<file path="src/rtl/cpu_defs.sv">
// Shared definitions for the multicycle control unit.
// Opcodes, funct codes, mux selects, ALU ops, state codes.
package cpu_defs;

  localparam logic [31:0] SP_INIT = 32'd227;

  localparam logic [5:0] OP_RTYPE = 6'h00;
  localparam logic [5:0] OP_J     = 6'h02;
  localparam logic [5:0] OP_BEQ   = 6'h04;
  localparam logic [5:0] OP_BNE   = 6'h05;
  localparam logic [5:0] OP_ADDI  = 6'h08;
  localparam logic [5:0] OP_LW    = 6'h23;
  localparam logic [5:0] OP_SW    = 6'h2B;

  localparam logic [5:0] FN_ADD = 6'h20;
  localparam logic [5:0] FN_SUB = 6'h22;
  localparam logic [5:0] FN_AND = 6'h24;

  localparam logic [2:0] IORD_PC     = 3'd0;
  localparam logic [2:0] IORD_EXC    = 3'd1;
  localparam logic [2:0] IORD_ALUOUT = 3'd2;

  localparam logic [2:0] SRCA_PC = 3'd0;
  localparam logic [2:0] SRCA_A  = 3'd1;

  localparam logic [2:0] SRCB_B    = 3'd0;
  localparam logic [2:0] SRCB_FOUR = 3'd1;
  localparam logic [2:0] SRCB_SEXT = 3'd2;
  localparam logic [2:0] SRCB_SHL  = 3'd3;

  localparam logic [2:0] PCS_ALU    = 3'd0;
  localparam logic [2:0] PCS_ALUOUT = 3'd1;
  localparam logic [2:0] PCS_JUMP   = 3'd2;
  localparam logic [2:0] PCS_LOAD   = 3'd3;

  localparam logic [2:0] WR_RT = 3'd0;
  localparam logic [2:0] WR_RD = 3'd1;
  localparam logic [2:0] WR_SP = 3'd2;
  localparam logic [2:0] WR_RA = 3'd3;

  localparam logic [3:0] WD_ALUOUT = 4'd0;
  localparam logic [3:0] WD_LOAD   = 4'd1;
  localparam logic [3:0] WD_SP     = 4'd2;

  localparam logic [2:0] ALU_ADD = 3'b001;
  localparam logic [2:0] ALU_SUB = 3'b010;
  localparam logic [2:0] ALU_AND = 3'b011;

  localparam logic [2:0] EXC_OPC = 3'd0;
  localparam logic [2:0] EXC_OVF = 3'd1;

  localparam logic [1:0] LS_WORD = 2'd0;
  localparam logic [1:0] LS_BYTE = 2'd2;

  typedef enum logic [5:0] {
    S_RESET      = 6'd0,
    S_FETCH      = 6'd1,
    S_DECODE     = 6'd2,
    S_R_EXEC     = 6'd3,
    S_R_WB       = 6'd4,
    S_ADDI       = 6'd5,
    S_ADDI_WB    = 6'd6,
    S_MEM_ADDR   = 6'd7,
    S_LW_READ    = 6'd8,
    S_LW_WB      = 6'd9,
    S_SW_WRITE   = 6'd10,
    S_BRANCH     = 6'd11,
    S_JUMP       = 6'd12,
    S_EXC_OPCODE = 6'd13,
    S_EXC_OVF    = 6'd14,
    S_EXC_READ   = 6'd15,
    S_EXC_JUMP   = 6'd16
  } state_t;

  typedef struct packed {
    logic       pc_write;
    logic       ir_write;
    logic       reg_write;
    logic       mem_write;
    logic       load_a;
    logic       load_b;
    logic       aluout_load;
    logic       epc_write;
    logic [2:0] iord;
    logic [2:0] ex_cause;
    logic [2:0] wr_reg;
    logic [2:0] alu_src_a;
    logic [2:0] alu_src_b;
    logic [2:0] pc_source;
    logic [2:0] alu_op;
    logic [3:0] wd_reg;
    logic [1:0] load_ctrl;
    logic [1:0] store_ctrl;
    logic       sing_ex_ctrl;
  } ctrl_t;

endpackage

</file>
<file path="src/rtl/control_unit_if.sv">
// Control bundle between the control unit and the cpu datapath.
// master = control unit, slave = datapath.
interface control_unit_if;
  logic [5:0] OP;
  logic [5:0] Funct;
  logic       Zero;
  logic       Overflow;
  logic       PcWrite;
  logic       IRWrite;
  logic       RegWrite;
  logic       MemWrite;
  logic       Load_A;
  logic       Load_B;
  logic       ALUout_Load;
  logic       EPCwrite;
  logic [2:0] IorD;
  logic [2:0] ExCause;
  logic [2:0] WR_REG;
  logic [2:0] ALUSrcA;
  logic [2:0] ALUSrcB;
  logic [2:0] PcSource;
  logic [2:0] ALUOp;
  logic [3:0] WD_REG;
  logic [1:0] LoadCtrl;
  logic [1:0] StoreCtrl;
  logic       SingExCtrl;
  logic [5:0] state_dbg;

  modport master (
    input  OP, Funct, Zero, Overflow,
    output PcWrite, IRWrite, RegWrite, MemWrite,
    output Load_A, Load_B, ALUout_Load, EPCwrite,
    output IorD, ExCause, WR_REG, ALUSrcA, ALUSrcB,
    output PcSource, ALUOp, WD_REG,
    output LoadCtrl, StoreCtrl, SingExCtrl, state_dbg
  );

  modport slave (
    output OP, Funct, Zero, Overflow,
    input  PcWrite, IRWrite, RegWrite, MemWrite,
    input  Load_A, Load_B, ALUout_Load, EPCwrite,
    input  IorD, ExCause, WR_REG, ALUSrcA, ALUSrcB,
    input  PcSource, ALUOp, WD_REG,
    input  LoadCtrl, StoreCtrl, SingExCtrl, state_dbg
  );
endinterface

</file>
<file path="src/rtl/control_unit.sv">
// Multicycle control FSM for the cpu datapath.
// Outputs are registered alongside the state; branch PcWrite is Zero-gated.
module control_unit
  import cpu_defs::*;
#(
  parameter int MEM_WAIT = 2
) (
  input  logic           clk,
  input  logic           reset,
  control_unit_if.master bus
);

  localparam int CW = $clog2(MEM_WAIT + 1);
  localparam logic [CW-1:0] LAST_F = CW'(MEM_WAIT);
  localparam logic [CW-1:0] LAST_R = CW'(MEM_WAIT - 1);

  state_t        state, ns;
  logic          hold;
  logic [CW-1:0] cnt, ncnt;
  logic [2:0]    exc_q, exc_d;
  ctrl_t         out_q, out_d;
  logic          r_ok, r_is_and, br_take;

  // Funct classification for R-type dispatch and overflow masking
  always_comb begin
    r_ok = (bus.Funct == FN_ADD) || (bus.Funct == FN_SUB)
        || (bus.Funct == FN_AND);
    r_is_and = (bus.Funct == FN_AND);
  end

  // Next-state, wait counter and exception cause selection
  always_comb begin
    ns = state;
    unique case (state)
      S_RESET:  ns = hold ? S_RESET : S_FETCH;
      S_FETCH:  if (cnt == LAST_F) ns = S_DECODE;
      S_DECODE: begin
        unique case (1'b1)
          (bus.OP == OP_RTYPE) && r_ok: ns = S_R_EXEC;
          bus.OP == OP_ADDI:            ns = S_ADDI;
          bus.OP == OP_LW:              ns = S_MEM_ADDR;
          bus.OP == OP_SW:              ns = S_MEM_ADDR;
          bus.OP == OP_BEQ:             ns = S_BRANCH;
          bus.OP == OP_BNE:             ns = S_BRANCH;
          bus.OP == OP_J:               ns = S_JUMP;
          default:                      ns = S_EXC_OPCODE;
        endcase
      end
      S_R_EXEC:
        ns = (bus.Overflow && !r_is_and) ? S_EXC_OVF : S_R_WB;
      S_ADDI:
        ns = bus.Overflow ? S_EXC_OVF : S_ADDI_WB;
      S_MEM_ADDR:
        ns = (bus.OP == OP_SW) ? S_SW_WRITE : S_LW_READ;
      S_LW_READ:  if (cnt == LAST_R) ns = S_LW_WB;
      S_EXC_READ: if (cnt == LAST_R) ns = S_EXC_JUMP;
      S_EXC_OPCODE, S_EXC_OVF: ns = S_EXC_READ;
      S_R_WB, S_ADDI_WB, S_LW_WB, S_SW_WRITE,
      S_BRANCH, S_JUMP, S_EXC_JUMP: ns = S_FETCH;
      default: ns = S_RESET;
    endcase
    ncnt = (ns == state) ? cnt + CW'(1) : '0;
    exc_d = exc_q;
    if (ns == S_EXC_OVF) exc_d = EXC_OVF;
    if (ns == S_EXC_OPCODE) exc_d = EXC_OPC;
  end

  // Control word for the state being entered
  always_comb begin
    out_d = '0;
    unique case (ns)
      S_RESET: begin
        out_d.reg_write = 1'b1;
        out_d.wr_reg    = WR_SP;
        out_d.wd_reg    = WD_SP;
      end
      S_FETCH: begin
        out_d.iord      = IORD_PC;
        out_d.alu_src_a = SRCA_PC;
        out_d.alu_src_b = SRCB_FOUR;
        out_d.alu_op    = ALU_ADD;
        if (ncnt == LAST_F) begin
          out_d.ir_write  = 1'b1;
          out_d.pc_write  = 1'b1;
          out_d.pc_source = PCS_ALU;
        end
      end
      S_DECODE: begin
        out_d.load_a      = 1'b1;
        out_d.load_b      = 1'b1;
        out_d.alu_src_a   = SRCA_PC;
        out_d.alu_src_b   = SRCB_SHL;
        out_d.alu_op      = ALU_ADD;
        out_d.aluout_load = 1'b1;
      end
      S_R_EXEC: begin
        out_d.alu_src_a   = SRCA_A;
        out_d.alu_src_b   = SRCB_B;
        out_d.aluout_load = 1'b1;
        unique case (1'b1)
          bus.Funct == FN_SUB: out_d.alu_op = ALU_SUB;
          bus.Funct == FN_AND: out_d.alu_op = ALU_AND;
          default:             out_d.alu_op = ALU_ADD;
        endcase
      end
      S_R_WB: begin
        out_d.reg_write = 1'b1;
        out_d.wr_reg    = WR_RD;
        out_d.wd_reg    = WD_ALUOUT;
      end
      S_ADDI, S_MEM_ADDR: begin
        out_d.alu_src_a   = SRCA_A;
        out_d.alu_src_b   = SRCB_SEXT;
        out_d.alu_op      = ALU_ADD;
        out_d.aluout_load = 1'b1;
      end
      S_ADDI_WB: begin
        out_d.reg_write = 1'b1;
        out_d.wr_reg    = WR_RT;
        out_d.wd_reg    = WD_ALUOUT;
      end
      S_LW_READ: out_d.iord = IORD_ALUOUT;
      S_LW_WB: begin
        out_d.reg_write = 1'b1;
        out_d.wr_reg    = WR_RT;
        out_d.wd_reg    = WD_LOAD;
        out_d.load_ctrl = LS_WORD;
      end
      S_SW_WRITE: begin
        out_d.iord       = IORD_ALUOUT;
        out_d.mem_write  = 1'b1;
        out_d.store_ctrl = LS_WORD;
      end
      S_BRANCH: begin
        out_d.alu_src_a = SRCA_A;
        out_d.alu_src_b = SRCB_B;
        out_d.alu_op    = ALU_SUB;
        out_d.pc_source = PCS_ALUOUT;
      end
      S_JUMP: begin
        out_d.pc_source = PCS_JUMP;
        out_d.pc_write  = 1'b1;
      end
      S_EXC_OPCODE, S_EXC_OVF: begin
        out_d.alu_src_a = SRCA_PC;
        out_d.alu_src_b = SRCB_FOUR;
        out_d.alu_op    = ALU_SUB;
        out_d.epc_write = 1'b1;
        out_d.ex_cause  = exc_d;
      end
      S_EXC_READ: begin
        out_d.iord     = IORD_EXC;
        out_d.ex_cause = exc_d;
      end
      S_EXC_JUMP: begin
        out_d.load_ctrl = LS_BYTE;
        out_d.pc_source = PCS_LOAD;
        out_d.pc_write  = 1'b1;
      end
      default: out_d = '0;
    endcase
  end

  // State, counter and registered control word
  always_ff @(posedge clk) begin
    if (!reset) begin
      state <= S_RESET;
      hold  <= 1'b1;
      cnt   <= '0;
      exc_q <= EXC_OPC;
      out_q <= '0;
    end else begin
      state <= ns;
      hold  <= 1'b0;
      cnt   <= ncnt;
      exc_q <= exc_d;
      out_q <= out_d;
    end
  end

  // beq takes on Zero, bne on not-Zero
  always_comb begin
    br_take = (state == S_BRANCH)
           && ((bus.OP == OP_BNE) ? !bus.Zero : bus.Zero);
  end

  assign bus.PcWrite     = out_q.pc_write | br_take;
  assign bus.IRWrite     = out_q.ir_write;
  assign bus.RegWrite    = out_q.reg_write;
  assign bus.MemWrite    = out_q.mem_write;
  assign bus.Load_A      = out_q.load_a;
  assign bus.Load_B      = out_q.load_b;
  assign bus.ALUout_Load = out_q.aluout_load;
  assign bus.EPCwrite    = out_q.epc_write;
  assign bus.IorD        = out_q.iord;
  assign bus.ExCause     = out_q.ex_cause;
  assign bus.WR_REG      = out_q.wr_reg;
  assign bus.ALUSrcA     = out_q.alu_src_a;
  assign bus.ALUSrcB     = out_q.alu_src_b;
  assign bus.PcSource    = out_q.pc_source;
  assign bus.ALUOp       = out_q.alu_op;
  assign bus.WD_REG      = out_q.wd_reg;
  assign bus.LoadCtrl    = out_q.load_ctrl;
  assign bus.StoreCtrl   = out_q.store_ctrl;
  assign bus.SingExCtrl  = out_q.sing_ex_ctrl;
  assign bus.state_dbg   = state;

endmodule

</file>
<file path="src/flat_wrapper.sv">
// flat-port wrapper written by rule: the top's interface ports become plain ports
module control_unit_flat import cpu_defs::*;
#(
  parameter int MEM_WAIT = 2
)
  (clk, reset, bus_OP, bus_Funct, bus_Zero, bus_Overflow, bus_PcWrite, bus_IRWrite, bus_RegWrite, bus_MemWrite, bus_Load_A, bus_Load_B, bus_ALUout_Load, bus_EPCwrite, bus_IorD, bus_ExCause, bus_WR_REG, bus_ALUSrcA, bus_ALUSrcB, bus_PcSource, bus_ALUOp, bus_WD_REG, bus_LoadCtrl, bus_StoreCtrl, bus_SingExCtrl, bus_state_dbg);
  control_unit_if bus_i ();
  input  logic clk;
  input  logic reset;
  input wire logic [$bits(bus_i.OP)-1:0] bus_OP;
  input wire logic [$bits(bus_i.Funct)-1:0] bus_Funct;
  input wire logic [$bits(bus_i.Zero)-1:0] bus_Zero;
  input wire logic [$bits(bus_i.Overflow)-1:0] bus_Overflow;
  output wire logic [$bits(bus_i.PcWrite)-1:0] bus_PcWrite;
  output wire logic [$bits(bus_i.IRWrite)-1:0] bus_IRWrite;
  output wire logic [$bits(bus_i.RegWrite)-1:0] bus_RegWrite;
  output wire logic [$bits(bus_i.MemWrite)-1:0] bus_MemWrite;
  output wire logic [$bits(bus_i.Load_A)-1:0] bus_Load_A;
  output wire logic [$bits(bus_i.Load_B)-1:0] bus_Load_B;
  output wire logic [$bits(bus_i.ALUout_Load)-1:0] bus_ALUout_Load;
  output wire logic [$bits(bus_i.EPCwrite)-1:0] bus_EPCwrite;
  output wire logic [$bits(bus_i.IorD)-1:0] bus_IorD;
  output wire logic [$bits(bus_i.ExCause)-1:0] bus_ExCause;
  output wire logic [$bits(bus_i.WR_REG)-1:0] bus_WR_REG;
  output wire logic [$bits(bus_i.ALUSrcA)-1:0] bus_ALUSrcA;
  output wire logic [$bits(bus_i.ALUSrcB)-1:0] bus_ALUSrcB;
  output wire logic [$bits(bus_i.PcSource)-1:0] bus_PcSource;
  output wire logic [$bits(bus_i.ALUOp)-1:0] bus_ALUOp;
  output wire logic [$bits(bus_i.WD_REG)-1:0] bus_WD_REG;
  output wire logic [$bits(bus_i.LoadCtrl)-1:0] bus_LoadCtrl;
  output wire logic [$bits(bus_i.StoreCtrl)-1:0] bus_StoreCtrl;
  output wire logic [$bits(bus_i.SingExCtrl)-1:0] bus_SingExCtrl;
  output wire logic [$bits(bus_i.state_dbg)-1:0] bus_state_dbg;
  assign bus_i.OP = bus_OP;
  assign bus_i.Funct = bus_Funct;
  assign bus_i.Zero = bus_Zero;
  assign bus_i.Overflow = bus_Overflow;
  assign bus_PcWrite = bus_i.PcWrite;
  assign bus_IRWrite = bus_i.IRWrite;
  assign bus_RegWrite = bus_i.RegWrite;
  assign bus_MemWrite = bus_i.MemWrite;
  assign bus_Load_A = bus_i.Load_A;
  assign bus_Load_B = bus_i.Load_B;
  assign bus_ALUout_Load = bus_i.ALUout_Load;
  assign bus_EPCwrite = bus_i.EPCwrite;
  assign bus_IorD = bus_i.IorD;
  assign bus_ExCause = bus_i.ExCause;
  assign bus_WR_REG = bus_i.WR_REG;
  assign bus_ALUSrcA = bus_i.ALUSrcA;
  assign bus_ALUSrcB = bus_i.ALUSrcB;
  assign bus_PcSource = bus_i.PcSource;
  assign bus_ALUOp = bus_i.ALUOp;
  assign bus_WD_REG = bus_i.WD_REG;
  assign bus_LoadCtrl = bus_i.LoadCtrl;
  assign bus_StoreCtrl = bus_i.StoreCtrl;
  assign bus_SingExCtrl = bus_i.SingExCtrl;
  assign bus_state_dbg = bus_i.state_dbg;
  control_unit #(.MEM_WAIT(MEM_WAIT)) u_core (.clk(clk), .reset(reset), .bus(bus_i));
endmodule
</file>
<file path="config.mk">
export PLATFORM = sky130hd
export DESIGN_NAME = control_unit_flat
export DESIGN_NICKNAME = d
export VERILOG_FILES = /design/src/rtl/cpu_defs.sv /design/src/rtl/control_unit_if.sv /design/src/rtl/control_unit.sv /design/src/flat_wrapper.sv
export SDC_FILE = /design/constraint.sdc
export NUM_CORES = 1
export LEC_CHECK = 0
export CORE_MARGIN = 4
export CORE_UTILIZATION = 45
export DETAILED_ROUTE_END_ITERATION = 8
export GPL_ROUTABILITY_DRIVEN = 0
export PLACE_DENSITY = 0.77
export SYNTH_ARGS = -nofsm -noshare
export SYNTH_HDL_FRONTEND = slang
export SYNTH_SLANG_ARGS = --single-unit
</file>
<file path="constraint.sdc">
create_clock -name clk -period 5.05 [get_ports clk]
set_input_delay 1.515 -clock clk [delete_from_list [all_inputs] [get_ports clk]]
set_output_delay 1.515 -clock clk [all_outputs]
set_load 0.05 [all_outputs]
</file>
==> results of run 1 <==
==> state kept, by name (all words and copies together), names as in the netlist <==
name and count:
u_core.bus.state_dbg 6, u_core.bus.ExCause 3, u_core.exc_q 3, u_core.bus.ALUOp 2, u_core.bus.ALUSrcB 2, u_core.bus.IorD 2
u_core.bus.PcSource 2, u_core.bus.WD_REG 2, u_core.cnt 2, u_core.bus.ALUSrcA 1, u_core.bus.ALUout_Load 1, u_core.bus.EPCwrite 1
u_core.bus.IRWrite 1, u_core.bus.LoadCtrl 1, u_core.bus.Load_A 1, u_core.bus.MemWrite 1, u_core.bus.RegWrite 1, u_core.bus.WR_REG 1
u_core.hold 1, u_core.out_q 1
==> final cells by class <==
cell class              instances  area share [%]
inverters                      10            1.56
multi-input cells             164            43.2
clock buffers                   6            3.44
well taps                      52            2.71
clock inverters                 1           0.209
flip-flops and latches         35            29.2
repair buffers                 46            19.6
==> layer usage <==
layer | wire (um) | track usage, % | vias to the layer above
met1 | 1880 | 19.3 | 763
met3 | 398 | 4.41 | 4
met5 | 0 | 0 | -
li1 | - | - | 855
met4 | 44 | 6.32 | 0
met2 | 2030 | 26.7 | 85
==> worst max-delay path, delay by kind of cell <==
kind | cells | cell delay, ps
buffers and inverters | 2 | 650
AOI/OAI and AO/OA | 1 | 240
xor gates and xnor gates | 1 | 190
and+or+nand+nor | 2 | 490
==> report_power, final <==
part | switching (mW) | total (mW) | leakage, nW | internal, mW
Combinational | 0.0616 | 0.0907 | 0.593 | 0.0291
Clock | 0.0948 | 0.202 | 0.0470 | 0.107
Sequential | 0.00448 | 0.285 | 0.284 | 0.280
Total | 0.161 | 0.577 | 0.924 | 0.416
==> per-stage QoR <==
step                      utilization, %  total power [mW]  hold slack (ps)  area [um2]
after floorplan                        -             0.363              444        2070
after global placement              53.1             0.380              454        2310
after detailed placement            53.1             0.381              458        2310
after CTS                           55.1             0.580              473        2400
after global routing                55.1             0.599              489        2400
final                               55.1             0.577              474        2400
==> logic make-up after synthesis <==
logic type | share of synthesized area [%]
AOI/OAI and AO/OA | 20.4
xor gates and xnor gates | 1.30
adders and majority gates | 1.24
buffers and inverters | 16.5
DFF | 34.6
other | 0.185
and+or+nand+nor | 25.7
==> cell usage in the layout (no fill, tap or decap), types with 3 or more instances in the layout <==
cell type / count
a211oi_1: 3
a21oi_1: 12
and3_1: 5
clkbuf_8: 6
clkdlybuf4s50_1: 45
conb_1: 14
dfxtp_1: 35
inv_1: 9
nand2_1: 15
nand2b_1: 3
nand3_1: 8
nor2_1: 23
nor2b_1: 3
nor3_1: 8
o21ai_0: 12
o31ai_1: 3
or4_1: 3
xnor2_1: 3
==> worst min-delay path by stage <==
stage                                  to  slack, ps  cells past startpoint
after floorplan           u_core.exc_q[1]        440                      1
after global placement    u_core.exc_q[0]        450                      2
after detailed placement  u_core.exc_q[1]        460                      1
after CTS                 u_core.exc_q[0]        470                      2
after global routing      u_core.exc_q[1]        490                      1
final                     u_core.exc_q[0]        470                      2
==> results_dict.tcl, run 1 <==
set metrics [dict create \
    yosysSeqAreaShare_pct 34.6 \
    htree_levels 2 \
    vias 1707 \
    min_path_type "register to register" \
    maxCapViolations 0 \
    reg2reg_from "u_core.bus.state_dbg[1]" \
    dieHeight_um 75.1 \
    critPathRequiredTime_ps 3540 \
    worst_pin_slew_ps 704 \
    yosys_warnings 0 \
    cts.sink_count 35 \
    ios 60 \
    core_area_um2 4350 \
    dp_slack_ps 466 \
    worst_path_max_delay_cell "clkdlybuf4s50_1" \
    clock.fmax_mhz 218 \
    finalCritPeriodShare_pct 91.0 \
    r2r_end "u_core.bus.ExCause[1]" \
    cpPeakStageDelay_ps 500 \
    post-cts-setup-buffers 0 \
    ant_nets 0 \
    reg2reg_slack_ps 2390 \
    path_clk_slew_ps 70 \
    area_growth_pct 18.6 \
    fp-row-count 24 \
    seq_area_um2 701 \
    die_area_um2 5630 \
    drc 0 \
    setup_viol 0 \
    postCtsHoldBufs 0 \
    synth_area_leaders "dfxtp_1 (35%), buf_4 (12%), nor2_1 (4.3%), a21oi_1 (3.0%), o21ai_0 (3.0%)" \
    fillers 398 \
    fp.dieW_um 75.1 \
    syn-cell-area_um2 2020 \
    diodes 0 \
    drtIter0Drc 86 \
    p_leak_nw 0.924 \
    asyncSetResetFlopFracSynth_pct 0 \
    grt_first_pass_wirelength_mm 7.00 \
    yosysMostFrequentCell "dfxtp_1" \
    routed_wl_mm 4.36 \
    yosysTopAreaCell "dfxtp_1" \
    antenna_found_initial 0 \
    first_pass_iters 4 \
    setup_ws_ps 453 \
    numPortBuffers 46 \
    numCtsBuffers 5 \
    placedCellCount 307 \
    dpl.hpwl_mm 3.33 \
    syn_avg_cell_area_um2 8.54 \
    cts_resized 0 \
    ir_drop_mv 0.107 \
    min_from "u_core.exc_q[0]" \
    yosys.area.top_type_share_pct 34.6 \
    ys_types 60 \
    syn_inst 237 \
    first_global_vias 1591 \
    drive_gt1_share_pct 9.16 \
    cts_tree "built" \
    synth_edf_count 0 \
    netlist_top_cells_count "dfxtp_1 (35), buf_4 (33), nor2_1 (23)" \
    r2r_cells 7 \
    rsz0062_at_grt "false" \
    end_kind "primary output" \
    avgRoutedWirePerCell_um 13.9 \
    worstPathCellList "clkdlybuf4s50_1 > nor3_1 > nand3_1 > xnor2_1 > a41o_1 > buf_12" \
    cp.arrival_ps 3080 \
    grt_overflow 0 \
    ys_seq_elements 35 \
    setup_tns_ps 0 \
    clock-skew-final_ps 6.80 \
    vias_per_cell 5.44 \
    synthFlopType "dfxtp_1" \
    status "finished, final reports clean" \
    drv_slew 0 \
    slew_headroom_pct 53.0 \
    clock_latency_ps 280 \
    cp-startpoint "bus_OP[3]" \
    power_density_nw_per_um2 241 \
    crit_end "bus_PcWrite" \
    grt_max_degree 21 \
    critical_path.max_fanout 6 \
    stdcell_count 314 \
    finalCriticalPeriod_ps 4600 \
    initial_core_util_pct 46.5 \
    grt_usage_pct 15.9 \
    finish.net_count 280 \
    path_class "input pin to primary output" \
    cts_buffer_depth 2 \
    cp-start-kind "input pin" \
    clock-root-buffer "clkbuf_8" \
    hold_viol 0 \
    multi_input_area_um2 1040 \
]
Power figures use the tool's default switching activity.
==> inputs of run 2 (changes only) <==
--- a/config.mk
+++ b/config.mk
@@ -6,10 +6,10 @@
 export NUM_CORES = 1
 export LEC_CHECK = 0
 export CORE_MARGIN = 4
-export CORE_UTILIZATION = 45
+export CORE_UTILIZATION = 51
 export DETAILED_ROUTE_END_ITERATION = 8
 export GPL_ROUTABILITY_DRIVEN = 0
-export PLACE_DENSITY = 0.77
+export PLACE_DENSITY = 0.85
 export SYNTH_ARGS = -nofsm -noshare
 export SYNTH_HDL_FRONTEND = slang
 export SYNTH_SLANG_ARGS = --single-unit
==> constraint.sdc (replaced) <==
create_clock -name clk -period 5.05 [get_ports clk]
set_input_delay 1.515 -clock clk [delete_from_list [all_inputs] [get_ports clk]]
set_output_delay 1.515 -clock clk [all_outputs]
set_load 0.01 [all_outputs]
==> results_dict.tcl, run 2 (synthesis gave the netlist of run 1 again) <==
set metrics [dict create \
    status "finished, final reports clean" \
    grt_max_degree 21 \
    final_common_cell "clkdlybuf4s50_1" \
    hold_viol 0 \
    maxCapViolations 0 \
    grt_overflow 0 \
    path_class "input pin to primary output" \
    crit_family "buffers and inverters" \
    dpl.hpwl_mm 3.33 \
    drtIter0Drc 123 \
    slew_headroom_pct 49.2 \
    numPortBuffers 46 \
    antenna_found_initial 0 \
    reg2reg_slack_ps 2280 \
    htree_levels 2 \
    drv_slew 0 \
    core_area_um2 3740 \
    initial_core_util_pct 54.0 \
    cts_buffer_depth 2 \
    critical_path.max_fanout 5 \
    area_growth_pct 19.9 \
    cpMostUsedCell "clkdlybuf4s50_1" \
    grt_first_pass_wirelength_mm 7.16 \
    post-cts-setup-buffers 0 \
    fp-row-count 22 \
    dieHeight_um 71.0 \
    rsz0062_at_grt "false" \
    clock-skew-final_ps 5.15 \
    dpl-instance-area_um2 2300 \
    mostFrequentLayoutCells "clkdlybuf4s50_1 (46), dfxtp_1 (35), nor2_1 (23)" \
    path_clk_slew_ps 70 \
    cp-start-kind "input pin" \
    p_leak_nw 0.939 \
    fillers 334 \
    fin_area_um2 2430 \
    first_global_vias 1591 \
    first_pass_iters 4 \
    setup_viol 0 \
    fp.dieW_um 71.0 \
    vias 1758 \
    hold_slack_ps 480 \
    min_path_type "register to register" \
    worstPathCellList "clkdlybuf4s50_1 > nor2b_1 > nand3_1 > xnor2_1 > a41o_1 > clkdlybuf4s50_1" \
    stdcell_count 312 \
    worst_path_max_delay_cell "clkdlybuf4s50_1" \
    routed_wl_mm 4.49 \
    ios 60 \
    cts.sink_count 35 \
    drc 0 \
    finish.net_count 281 \
    die_area_um2 5040 \
    ir_drop_mv 0.148 \
    avgRoutedWirePerCell_um 14.4 \
    largest_reg_flops 6 \
    placedCellCount 304 \
    numCtsBuffers 5 \
    power_density_nw_per_um2 251 \
    grt_usage_pct 17.6 \
    power.total_uw 610 \
    critPathRequiredTime_ps 3540 \
    cts_tree "built" \
    finalCritPeriodShare_pct 94.7 \
    setup_tns_ps 0 \
    cpPeakStageDelay_ps 530 \
    clock-root-buffer "clkbuf_8" \
    worst_pin_slew_ps 761 \
    cp.arrival_ps 3270 \
    ant_nets 0 \
    clock.fmax_mhz 209 \
    diodes 0 \
    finalCriticalPeriod_ps 4780 \
    path_buf_inv 2 \
    end_kind "primary output" \
    drive_gt1_share_pct 9.85 \
    clock_latency_ps 290 \
    vias_per_cell 5.63 \
]
==> run 2: changes by cell type in the layout (fill, tap and decap cells not counted) <==
cell             before  now
buf_12                1    0
buf_4                 0    1
bufinv_16             0    1
clkdlybuf4s50_1      45   46
nor3_1                8    7
nor3_2                1    2
==> run 2: worst paths after layout <==
kind	end	depth (start not counted)	start
max	bus_PcWrite	6	bus_OP[2]
min reg2reg	u_core.bus.ExCause[2]	1	u_core.exc_q[2]
min	u_core.bus.ExCause[2]	1	u_core.exc_q[2]
max reg2reg	u_core.bus.ALUOp[1]	7	u_core.bus.state_dbg[0]
==> run 2: what timing repair did <==
item                                    4_1_cts  5_1_grt
resized for setup                             0        1
hold endpoints to repair                      0        0
hold buffers                                  0        0
endpoints found under the setup margin        0        1
==> run 2: cell type report <==
class | count | area [um2] | share of cell area [%]
Multi-Input combinational cell | 164 | 1040 | 43.0
Sequential cell | 35 | 701 | 28.9
Timing Repair Buffer | 47 | 468 | 19.3
Clock buffer | 6 | 82.6 | 3.40
Tap cell | 48 | 60.1 | 2.48
Inverter | 10 | 37.5 | 1.55
Clock inverter | 2 | 35.0 | 1.44
==> run 2: worst register-to-register path, stage by stage (launching register included) <==
cell and delay (ps):
dfxtp_1 710, nor3b_2 260, o21ai_0 130, a2111oi_2 610, a2111oi_4 130, or4_1 540, o22a_1 170, o22ai_1 140
==> run 2: layer usage <==
layer | GRT usage [%] | up-vias | part of all wire, %
li1 | - | 858 | -
met1 | 22.0 | 813 | 42
met2 | 30.1 | 81 | 48
met3 | 3.98 | 6 | 8.2
met4 | 5.43 | 0 | 1.4
met5 | 0 | - | 0
==> run 2: metrics by stage <==
| step | utilization [%] | setup slack, ps |
|---|---|---|
| 2_1_floorplan | - | 1270 |
| 3_5_place_dp | 61.5 | 173 |
| 5_1_grt | 64.8 | 104 |
| 6_report | 64.8 | 269 |
| 3_3_place_gp | 61.5 | 210 |
| 4_1_cts | 64.7 | 173 |
==> run 2: power by group <==
group	internal (mW)	switching [mW]	leakage [nW]
Combinational	0.0297	0.0341	0.594
Clock	0.160	0.101	0.0612
Sequential	0.280	0.00494	0.284
==> inputs of run 3 (changes only) <==
--- a/config.mk
+++ b/config.mk
@@ -5,6 +5,7 @@
 export SDC_FILE = /design/constraint.sdc
 export NUM_CORES = 1
 export LEC_CHECK = 0
+export CORE_ASPECT_RATIO = 1.4
 export CORE_MARGIN = 4
 export CORE_UTILIZATION = 51
 export DETAILED_ROUTE_END_ITERATION = 8
==> results_dict.tcl, run 3 (synthesis gave the netlist of run 1 again) <==
set metrics [dict create \
    die_area_um2 5050 \
    setup_ws_ps 155 \
    dieHeight_um 82.5 \
    grt_max_degree 21 \
    dp_slack_ps 169 \
    grt_first_pass_wirelength_mm 7.03 \
    htree_levels 2 \
    finish.net_count 281 \
    power_frac_clock_pct 41.8 \
    mostFrequentLayoutCells "clkdlybuf4s50_1 (46), dfxtp_1 (35), nor2_1 (23)" \
    dpl.hpwl_mm 3.36 \
    path_clk_slew_ps 70 \
    setup_viol 0 \
    first_pass_iters 5 \
    area_growth_pct 19.0 \
    clock-skew-final_ps 3.42 \
    core_area_um2 3740 \
    cp-start-kind "input pin" \
    ant_nets 0 \
    slew_headroom_pct 52.3 \
    hold_slack_ps 473 \
    drv_slew 0 \
    avgRoutedWirePerCell_um 14.5 \
    first_global_vias 1570 \
    p_leak_nw 0.935 \
    fillers 323 \
    postCtsHoldBufs 0 \
    cts.sink_count 35 \
    post-cts-setup-buffers 0 \
    dpl-instance-area_um2 2300 \
    antenna_found_initial 0 \
    largest_reg_flops 6 \
    power.total_uw 597 \
    fp-row-count 26 \
    critical_path.max_fanout 6 \
    clock.fmax_mhz 204 \
    grt_overflow 0 \
    path_class "input pin to primary output" \
    pwr-share-comb_pct 10.6 \
    status "finished, final reports clean" \
    worst_pin_slew_ps 714 \
    clock-root-buffer "clkbuf_8" \
    drive_gt1_share_pct 9.47 \
    cp.arrival_ps 3380 \
    power_frac_seq_pct 47.7 \
    power_density_nw_per_um2 248 \
    drtIter0Drc 62 \
    numCtsBuffers 5 \
    cts_buffer_depth 2 \
    final_core_util_pct 64.4 \
    finalCritPeriodShare_pct 96.9 \
    numPortBuffers 46 \
    maxCapViolations 0 \
    stdcell_count 306 \
    hold_viol 0 \
    initial_core_util_pct 54.1 \
    cts_resized 0 \
    cts_tree "built" \
    placedCellCount 298 \
    diodes 0 \
    finalCriticalPeriod_ps 4890 \
    routed_wl_mm 4.45 \
    end_kind "primary output" \
    vias_per_cell 5.72 \
    seq_area_um2 701 \
    fin_area_um2 2410 \
    vias 1751 \
    switching_share_pct 23.6 \
    p_switching_uw 141 \
    clock_latency_ps 280 \
    min_path_type "register to register" \
    p_int_uw 457 \
    drc 0 \
    grt_usage_pct 18.7 \
    fp.dieW_um 61.2 \
    multi_input_area_um2 1040 \
    setup_tns_ps 0 \
    critPathRequiredTime_ps 3540 \
    ios 60 \
    rsz0062_at_grt "false" \
    final_common_cell "clkdlybuf4s50_1" \
    ir_drop_mv 0.216 \
]
## run 3: cell types whose count changed in the layout (fill, tap and decap cells not counted)
cell      change
clkbuf_8      -1
clkinv_4      +1
nor3_2        -1
nor3_1        +1
## run 3: critical path, stage by stage
cell and delay [ps]:
clkdlybuf4s50_1 480, nor3_1 350, nand3_1 160, xnor2_1 160, a41o_1 170, clkdlybuf4s50_1 530
## run 3: path summary, 6_finish.rpt
check	from	to	slack [ps]	cells past startpoint
hold reg to reg	u_core.exc_q[1]	u_core.bus.ExCause[1]	470	1
hold / removal	u_core.exc_q[1]	u_core.bus.ExCause[1]	470	1
setup / recovery	bus_OP[5]	bus_PcWrite	160	6
setup reg to reg	u_core.bus.state_dbg[0]	u_core.bus.ALUOp[1]	2320	7
## run 3: layout make-up
cell class	instances	share of cell area (%)
Clock inverter	3	1.82
Timing Repair Buffer	47	19.4
Sequential cell	35	29.1
Inverter	10	1.56
Clock buffer	5	2.86
Tap cell	42	2.18
Multi-Input combinational cell	164	43.1
## run 3: power groups by stage
stage / registers, mW / logic, mW / clock network (mW)
after global placement: 0.291 / 0.0613 / 0
final: 0.285 / 0.0632 / 0.249
after detailed placement: 0.291 / 0.0626 / 0
after global routing: 0.285 / 0.0690 / 0.265
after CTS: 0.285 / 0.0629 / 0.253
after floorplan: 0.290 / 0.0449 / 0
## run 3: routing by layer
| metal | wire (um) | global-route usage, % | vias to the layer above |
|---|---|---|---|
| met5 | 0 | 0 | - |
| met4 | 161 | 9.98 | 0 |
| met3 | 323 | 4.51 | 19 |
| met2 | 2210 | 32.2 | 87 |
| met1 | 1750 | 20.7 | 797 |
| li1 | - | - | 848 |
